<file path="config.mk">
export PLATFORM = sky130hd
export DESIGN_NAME = pulse_gen
export DESIGN_NICKNAME = d
export VERILOG_FILES = /design/src/rtl/pulse_gen.sv
export SDC_FILE = /design/constraint.sdc
export NUM_CORES = 1
export LEC_CHECK = 0
export CORE_ASPECT_RATIO = 0.75
export CORE_UTILIZATION = 50
export CTS_CLUSTER_SIZE = 24
export DETAILED_ROUTE_END_ITERATION = 7
export PLACE_DENSITY = 0.78
export SLEW_MARGIN = 20
export SYNTH_ARGS = -nofsm -noshare
export SYNTH_HDL_FRONTEND = slang
export SYNTH_SLANG_ARGS = --single-unit
</file>
<file path="constraint.sdc">
create_clock -name clk_in -period 3.9 [get_ports clk_in]
set_clock_uncertainty 0.1 [all_clocks]
set_input_delay 0.975 -clock clk_in [delete_from_list [all_inputs] [get_ports clk_in]]
set_output_delay 0.975 -clock clk_in [all_outputs]
set_load 0.03 [all_outputs]
</file>
<file path="src/rtl/pulse_gen.sv">
// Pulse/square oscillator with programmable period, duty cycle and signed amplitude.
// Optional hard-sync input: define PULSE_GEN_HARD_SYNC_EN to add sync_in.
`timescale 1ns / 1ps
module pulse_gen #(
    parameter int unsigned CLK_FREQ = 100_000_000,
    parameter int unsigned CTR_W    = 24,
    parameter int unsigned DATA_W   = 16
) (
    input  logic                     clk_in,
    input  logic                     reset_n,
    input  logic                     enable,
    input  logic [CTR_W-1:0]         period_in,
    input  logic [CTR_W-1:0]         duty_in,
    input  logic signed [DATA_W-1:0] amp_in,
    input  logic                     load,
`ifdef PULSE_GEN_HARD_SYNC_EN
    input  logic                     sync_in,
`endif
    output logic                     load_ack,
    output logic signed [DATA_W-1:0] pulse_out,
    output logic                     wrap_out
);

    localparam logic signed [DATA_W-1:0] AmpMin = {1'b1, {(DATA_W - 1) {1'b0}}};
    localparam logic signed [DATA_W-1:0] AmpMax = {1'b0, {(DATA_W - 1) {1'b1}}};

    // CLK_FREQ only documents the clock the design is timed against.
    if (CLK_FREQ == 0) begin : g_clk_freq_unset
    end

    typedef enum logic {StIdle, StRun} state_e;

    state_e                   state_q, state_d;
    logic [CTR_W-1:0]         ctr_q, ctr_d, pos;
    logic [CTR_W-1:0]         stg_per_q, stg_duty_q, shd_per_q, shd_duty_q;
    logic [CTR_W-1:0]         eff_per, eff_duty;
    logic signed [DATA_W-1:0] stg_amp_q, shd_amp_q, eff_amp, neg_amp;
    logic signed [DATA_W-1:0] pulse_q, pulse_d;
    logic                     pend_q, pend_d;
    logic                     wrap_q, wrap_d;
    logic                     ack_q;
    logic                     apply, active, boundary, sync;

`ifdef PULSE_GEN_HARD_SYNC_EN
    assign sync = sync_in;
`else
    assign sync = 1'b0;
`endif

    always_comb begin
        state_d  = state_q;
        ctr_d    = ctr_q;
        pulse_d  = '0;
        wrap_d   = 1'b0;
        active   = 1'b0;
        boundary = 1'b0;
        pos      = ctr_q;

        unique case (state_q)
            StIdle: begin
                pos = '0;
                if (enable) begin
                    state_d  = StRun;
                    active   = 1'b1;
                    boundary = 1'b1;
                end
            end
            StRun: begin
                if (!enable) begin
                    state_d = StIdle;
                    ctr_d   = '0;
                end else begin
                    active = 1'b1;
                    // Natural wrap (ctr back at 0) and hard sync merge into one boundary.
                    if (sync || ctr_q == '0) begin
                        pos      = '0;
                        boundary = 1'b1;
                    end
                end
            end
            default: state_d = StIdle;
        endcase

        // Staged settings take effect on the very sample that starts the new period.
        apply    = pend_q && (state_q == StIdle || boundary);
        eff_per  = apply ? stg_per_q  : shd_per_q;
        eff_duty = apply ? stg_duty_q : shd_duty_q;
        eff_amp  = apply ? stg_amp_q  : shd_amp_q;
        neg_amp  = (eff_amp == AmpMin) ? AmpMax : -eff_amp;

        if (active) begin
            ctr_d   = (pos >= eff_per) ? '0 : pos + CTR_W'(1);
            pulse_d = (pos < eff_duty) ? eff_amp : neg_amp;
            wrap_d  = boundary;
        end

        // A load in the same cycle as an apply re-arms pending for the next boundary.
        if (load) begin
            pend_d = 1'b1;
        end else if (apply) begin
            pend_d = 1'b0;
        end else begin
            pend_d = pend_q;
        end
    end

    always_ff @(posedge clk_in or negedge reset_n) begin
        if (!reset_n) begin
            state_q    <= StIdle;
            ctr_q      <= '0;
            pulse_q    <= '0;
            wrap_q     <= 1'b0;
            ack_q      <= 1'b0;
            pend_q     <= 1'b0;
            stg_per_q  <= '0;
            stg_duty_q <= '0;
            stg_amp_q  <= '0;
            shd_per_q  <= '0;
            shd_duty_q <= '0;
            shd_amp_q  <= '0;
        end else begin
            state_q <= state_d;
            ctr_q   <= ctr_d;
            pulse_q <= pulse_d;
            wrap_q  <= wrap_d;
            ack_q   <= apply;
            pend_q  <= pend_d;
            if (load) begin
                stg_per_q  <= period_in;
                stg_duty_q <= duty_in;
                stg_amp_q  <= amp_in;
            end
            if (apply) begin
                shd_per_q  <= stg_per_q;
                shd_duty_q <= stg_duty_q;
                shd_amp_q  <= stg_amp_q;
            end
        end
    end

    assign pulse_out = pulse_q;
    assign wrap_out  = wrap_q;
    assign load_ack  = ack_q;

endmodule

</file>
==> results.sh, run 1 <==
export IMPL_dieArea_um2=18300
export IMPL_max_stage_delay_ps=380
export IMPL_status="complete, but fails checks"
export IMPL_crit_chain="buf_6 > nor4b_4 > buf_4 > nand4_1 > o21a_4 > and2_1 > buf_4 > ha_1 > nor4_1 > o21ai_1 > a221oi_2 > o21ai_2 > buf_4 > a21oi_4 > buf_6 > a31oi_1 > o21ai_1"
export IMPL_place_ws_ps=-973
export IMPL_synthAdderAreaFrac_pct=6.90
export IMPL_vdd_ir_drop_worst_mv=0.219
export IMPL_p_leak_uw=0.00593
export IMPL_synth_seq_cells=172
export IMPL_cts_tree="done"
export IMPL_ys_flop_type="dfrtp_1"
export IMPL_area_growth_syn_to_layout_pct=40.1
export IMPL_startpoint_type="input pin"
export IMPL_layout_commonest_cell="dfrtp_1"
export IMPL_synth_compound_area_share_pct=9.54
export IMPL_period_share_pct=104
export IMPL_synth_fp_nets=925
export IMPL_async_flop_share_pct=100
export IMPL_synth_area_per_cell_um2=11.0
export IMPL_synth_xor_area_share_pct=0.394
export IMPL_relSlewSlack_pct=31.8
export IMPL_ios=86
export IMPL_setup_viol=34
export IMPL_clk_pin_slew_worst_paths_ps=70
export IMPL_hpwlAfterDp_um=15400
export IMPL_grtUsageTotal_pct=27.0
export IMPL_cts_sinks=172
export IMPL_numPortBuffers=85
export IMPL_p_clk_share_pct=32.1
export IMPL_drv_slew=0
export IMPL_synth_area_mux_share_pct=15.1
export IMPL_ys_warn_count=0
export IMPL_wl_per_cell_um=19.4
export IMPL_wl_um=24900
export IMPL_period_needed_ps=4060
export IMPL_hold_viol=0
export IMPL_synth_seq_area_share_pct=48.5
export IMPL_fin_area_um2=12400
export IMPL_powerDensity_nw_per_um2=420
export IMPL_power_internal_uw=3630
export IMPL_critPathKind="input pin to register"
export IMPL_drv_cap=0
export IMPL_core_um2=17100
export IMPL_cts_buffer_depth=2
export IMPL_switchingPower_uw=1600
export IMPL_post_route_drc_count=0
export IMPL_swShare_pct=30.7
export IMPL_final_cells=1283
export IMPL_firstDrtPassIters=5
export IMPL_cp_max_fo=6
export IMPL_gr_total_overflow=0
export IMPL_vias_per_cell=5.81
export IMPL_cp_slowest_cell="nor4_1"
export IMPL_antenna_found_initial=0
export IMPL_combPwrFrac_pct=25.6
export IMPL_final_cell_mix="dfrtp_1, buf_4, clkdlybuf4s50_1"
export IMPL_cts_buffers=17
export IMPL_synth_edf_count=0
export IMPL_clk_insertion_delay_late_ps=440
export IMPL_drive_gt1_share_pct=33.5
export IMPL_grt_pass1_vias=7294
export IMPL_tightest_slew_ps=1010
export IMPL_worst_slack_ps=-163
export IMPL_cts_root_buffer="clkbuf_16"
export IMPL_synth_top_family_by_area="multiplexers"
export IMPL_synth_cell_type_count=68
export IMPL_die_w_um=156
export IMPL_synthSimpleGateAreaFrac_pct=14.5
export IMPL_worst_ep_arrival_time_ps=4320
export IMPL_critPathMostFrequentCell="buf_4"
export IMPL_critPathBufInv=5
export IMPL_nNetsFinal=1151
export IMPL_row_count=41
export IMPL_final_antenna_net_count=0
export IMPL_routabilityCongestion=0.897
export IMPL_place_inst=1210
export IMPL_syn_area_um2=8880
export IMPL_min_path_type="register to register"
export IMPL_max_freq_mhz=246
export IMPL_end_kind="register"
export IMPL_dpl_cell_area_um2=10900
export IMPL_initial_utilization_pct=52.0
export IMPL_grt_pass1_wl_um=38000
export IMPL_first_iter_violations=490
export IMPL_failed_checks="setup timing"
export IMPL_die_height_um=117
export IMPL_grt_max_degree=71
export IMPL_netlist_instances=808
export IMPL_via_count=7457
export IMPL_cp_required_ps=4160
export IMPL_critical_path_top_delay_family="compound AO/OA/AOI/OAI gates"
export IMPL_cts_max_level=4
export IMPL_rsz0062_at_grt="yes"
export IMPL_pwr_share_seq_pct=42.3
export IMPL_antenna_cells=0
-- tightest hold or removal path, delay by kind of cell (launching register included) --
| kind | cells | cell delay [ps] |
|---|---|---|
| buf+inv | 1 | 60 |
| mux | 1 | 90 |
| flops | 1 | 320 |
-- power by group through the flow --
stage	clock (uW)	sequential, uW	combinational [uW]
floorplan	0	2220	579
global route	1780	2230	1440
global placement	0	2200	1050
detailed placement	0	2210	1080
finish	1680	2210	1340
CTS	1700	2190	1210
-- flip-flops by register name (all words and copies together), names as in the netlist --
name / count
stg_duty_q: 24
state_q: 1
load_ack: 1
pend_q: 1
wrap_out: 1
stg_per_q: 24
shd_amp_q: 16
shd_duty_q: 24
shd_per_q: 24
stg_amp_q: 16
pulse_out: 16
ctr_q: 24
-- timing repair --
item	CTS	global route
resized for setup	61	66
hold buffers	0	0
pin swaps	20	49
setup buffers	20	16
endpoints found under the setup margin	40	40
cloned	5	3
-- through the flow --
step	utilization (%)	TNS, ps	total power [uW]	hold slack [ps]
final	72.9	-2330	5230	394
after global routing	72.9	-3730	5450	412
after CTS	70.3	-112	5100	384
after detailed placement	63.5	-34720	3290	368
after global placement	63.5	-29720	3250	356
after floorplan	-	-8280	2790	341
-- layout make-up --
type,count,area (um^2)
clock inverters,14,138
well taps,236,295
repair buffers,236,2240
multi-input cells,533,4750
clock buffers,18,439
fillers,1104,4640
inverters,74,280
flip-flops and latches,172,4300
-- cells by family (layout without fill, tap and decap cells) --
logic type	count (synthesis)	in the layout
AO/OA/AOI/OAI	113	115
XOR/XNOR	4	4
adder cells (fa/ha/maj)	49	49
buffers and inverters	105	342
flip-flops	172	172
multiplexers	126	126
AND/OR/NAND/NOR	239	239
-- cells in the mapped netlist (3+ instances only) --
master | count | share of area, %
dfrtp_1 | 172 | 48
inv_1 | 73 | 3.1
nand2_1 | 66 | 2.8
mux2_2 | 65 | 8.2
mux2i_1 | 61 | 6.9
ha_1 | 49 | 6.9
nor2_1 | 39 | 1.6
nand3_1 | 17 | 0.96
nand4_1 | 17 | 1.2
a21oi_1 | 16 | 0.90
and2_1 | 16 | 1.1
nor3_1 | 15 | 0.85
nor4_1 | 14 | 0.99
o21ai_0 | 14 | 0.79
a21o_1 | 13 | 1.1
buf_2 | 12 | 0.68
clkbuf_1 | 12 | 0.51
and3_1 | 10 | 0.70
a31oi_1 | 6 | 0.42
nand2b_1 | 6 | 0.42
nor2b_1 | 6 | 0.42
o211a_1 | 6 | 0.68
or4_1 | 6 | 0.51
nand3b_1 | 5 | 0.42
a221o_1 | 4 | 0.45
buf_6 | 4 | 0.51
nor4_2 | 4 | 0.56
o21a_1 | 4 | 0.34
o21ai_1 | 4 | 0.23
o311ai_1 | 4 | 0.39
o31ai_1 | 4 | 0.34
or3_1 | 4 | 0.28
xor2_1 | 4 | 0.39
a221oi_1 | 3 | 0.30
and4_1 | 3 | 0.30
buf_4 | 3 | 0.25
o211ai_1 | 3 | 0.25
o22ai_1 | 3 | 0.21
o311a_1 | 3 | 0.34
-- final timing paths --
kind | startpoint | end | slack [ps] | cells after the start
worst min register to register | shd_duty_q[22] | shd_duty_q[22] | 390 | 2
min in group asynchronous | reset_n | stg_amp_q[8] | 430 | 1
worst max register to register | ctr_q[18] | ctr_q[13] | -110 | 16
max in group asynchronous | reset_n | shd_per_q[5] | 2330 | 2
worst min-delay path | shd_duty_q[22] | shd_duty_q[22] | 390 | 2
worst max-delay path | enable | ctr_q[13] | -160 | 17
-- metal layers --
metal | global-route usage, % | up-vias | routed length, um
met5 | 0 | - | 0
met4 | 10.3 | 0 | 607
met3 | 6.28 | 62 | 1660
met2 | 40.2 | 323 | 11500
met1 | 38.1 | 3712 | 11100
li1 | - | 3360 | -
Note: power is estimated with default switching activity, not from simulation.
==> inputs of run 2 (changes only) <==
CTS_BUF_LIST = sky130_fd_sc_hd__clkbuf_4 sky130_fd_sc_hd__clkbuf_8 sky130_fd_sc_hd__clkbuf_16   (was default)
==> results of run 2 <==
The final DEF is identical to that of run 1; final timing and power are the same.
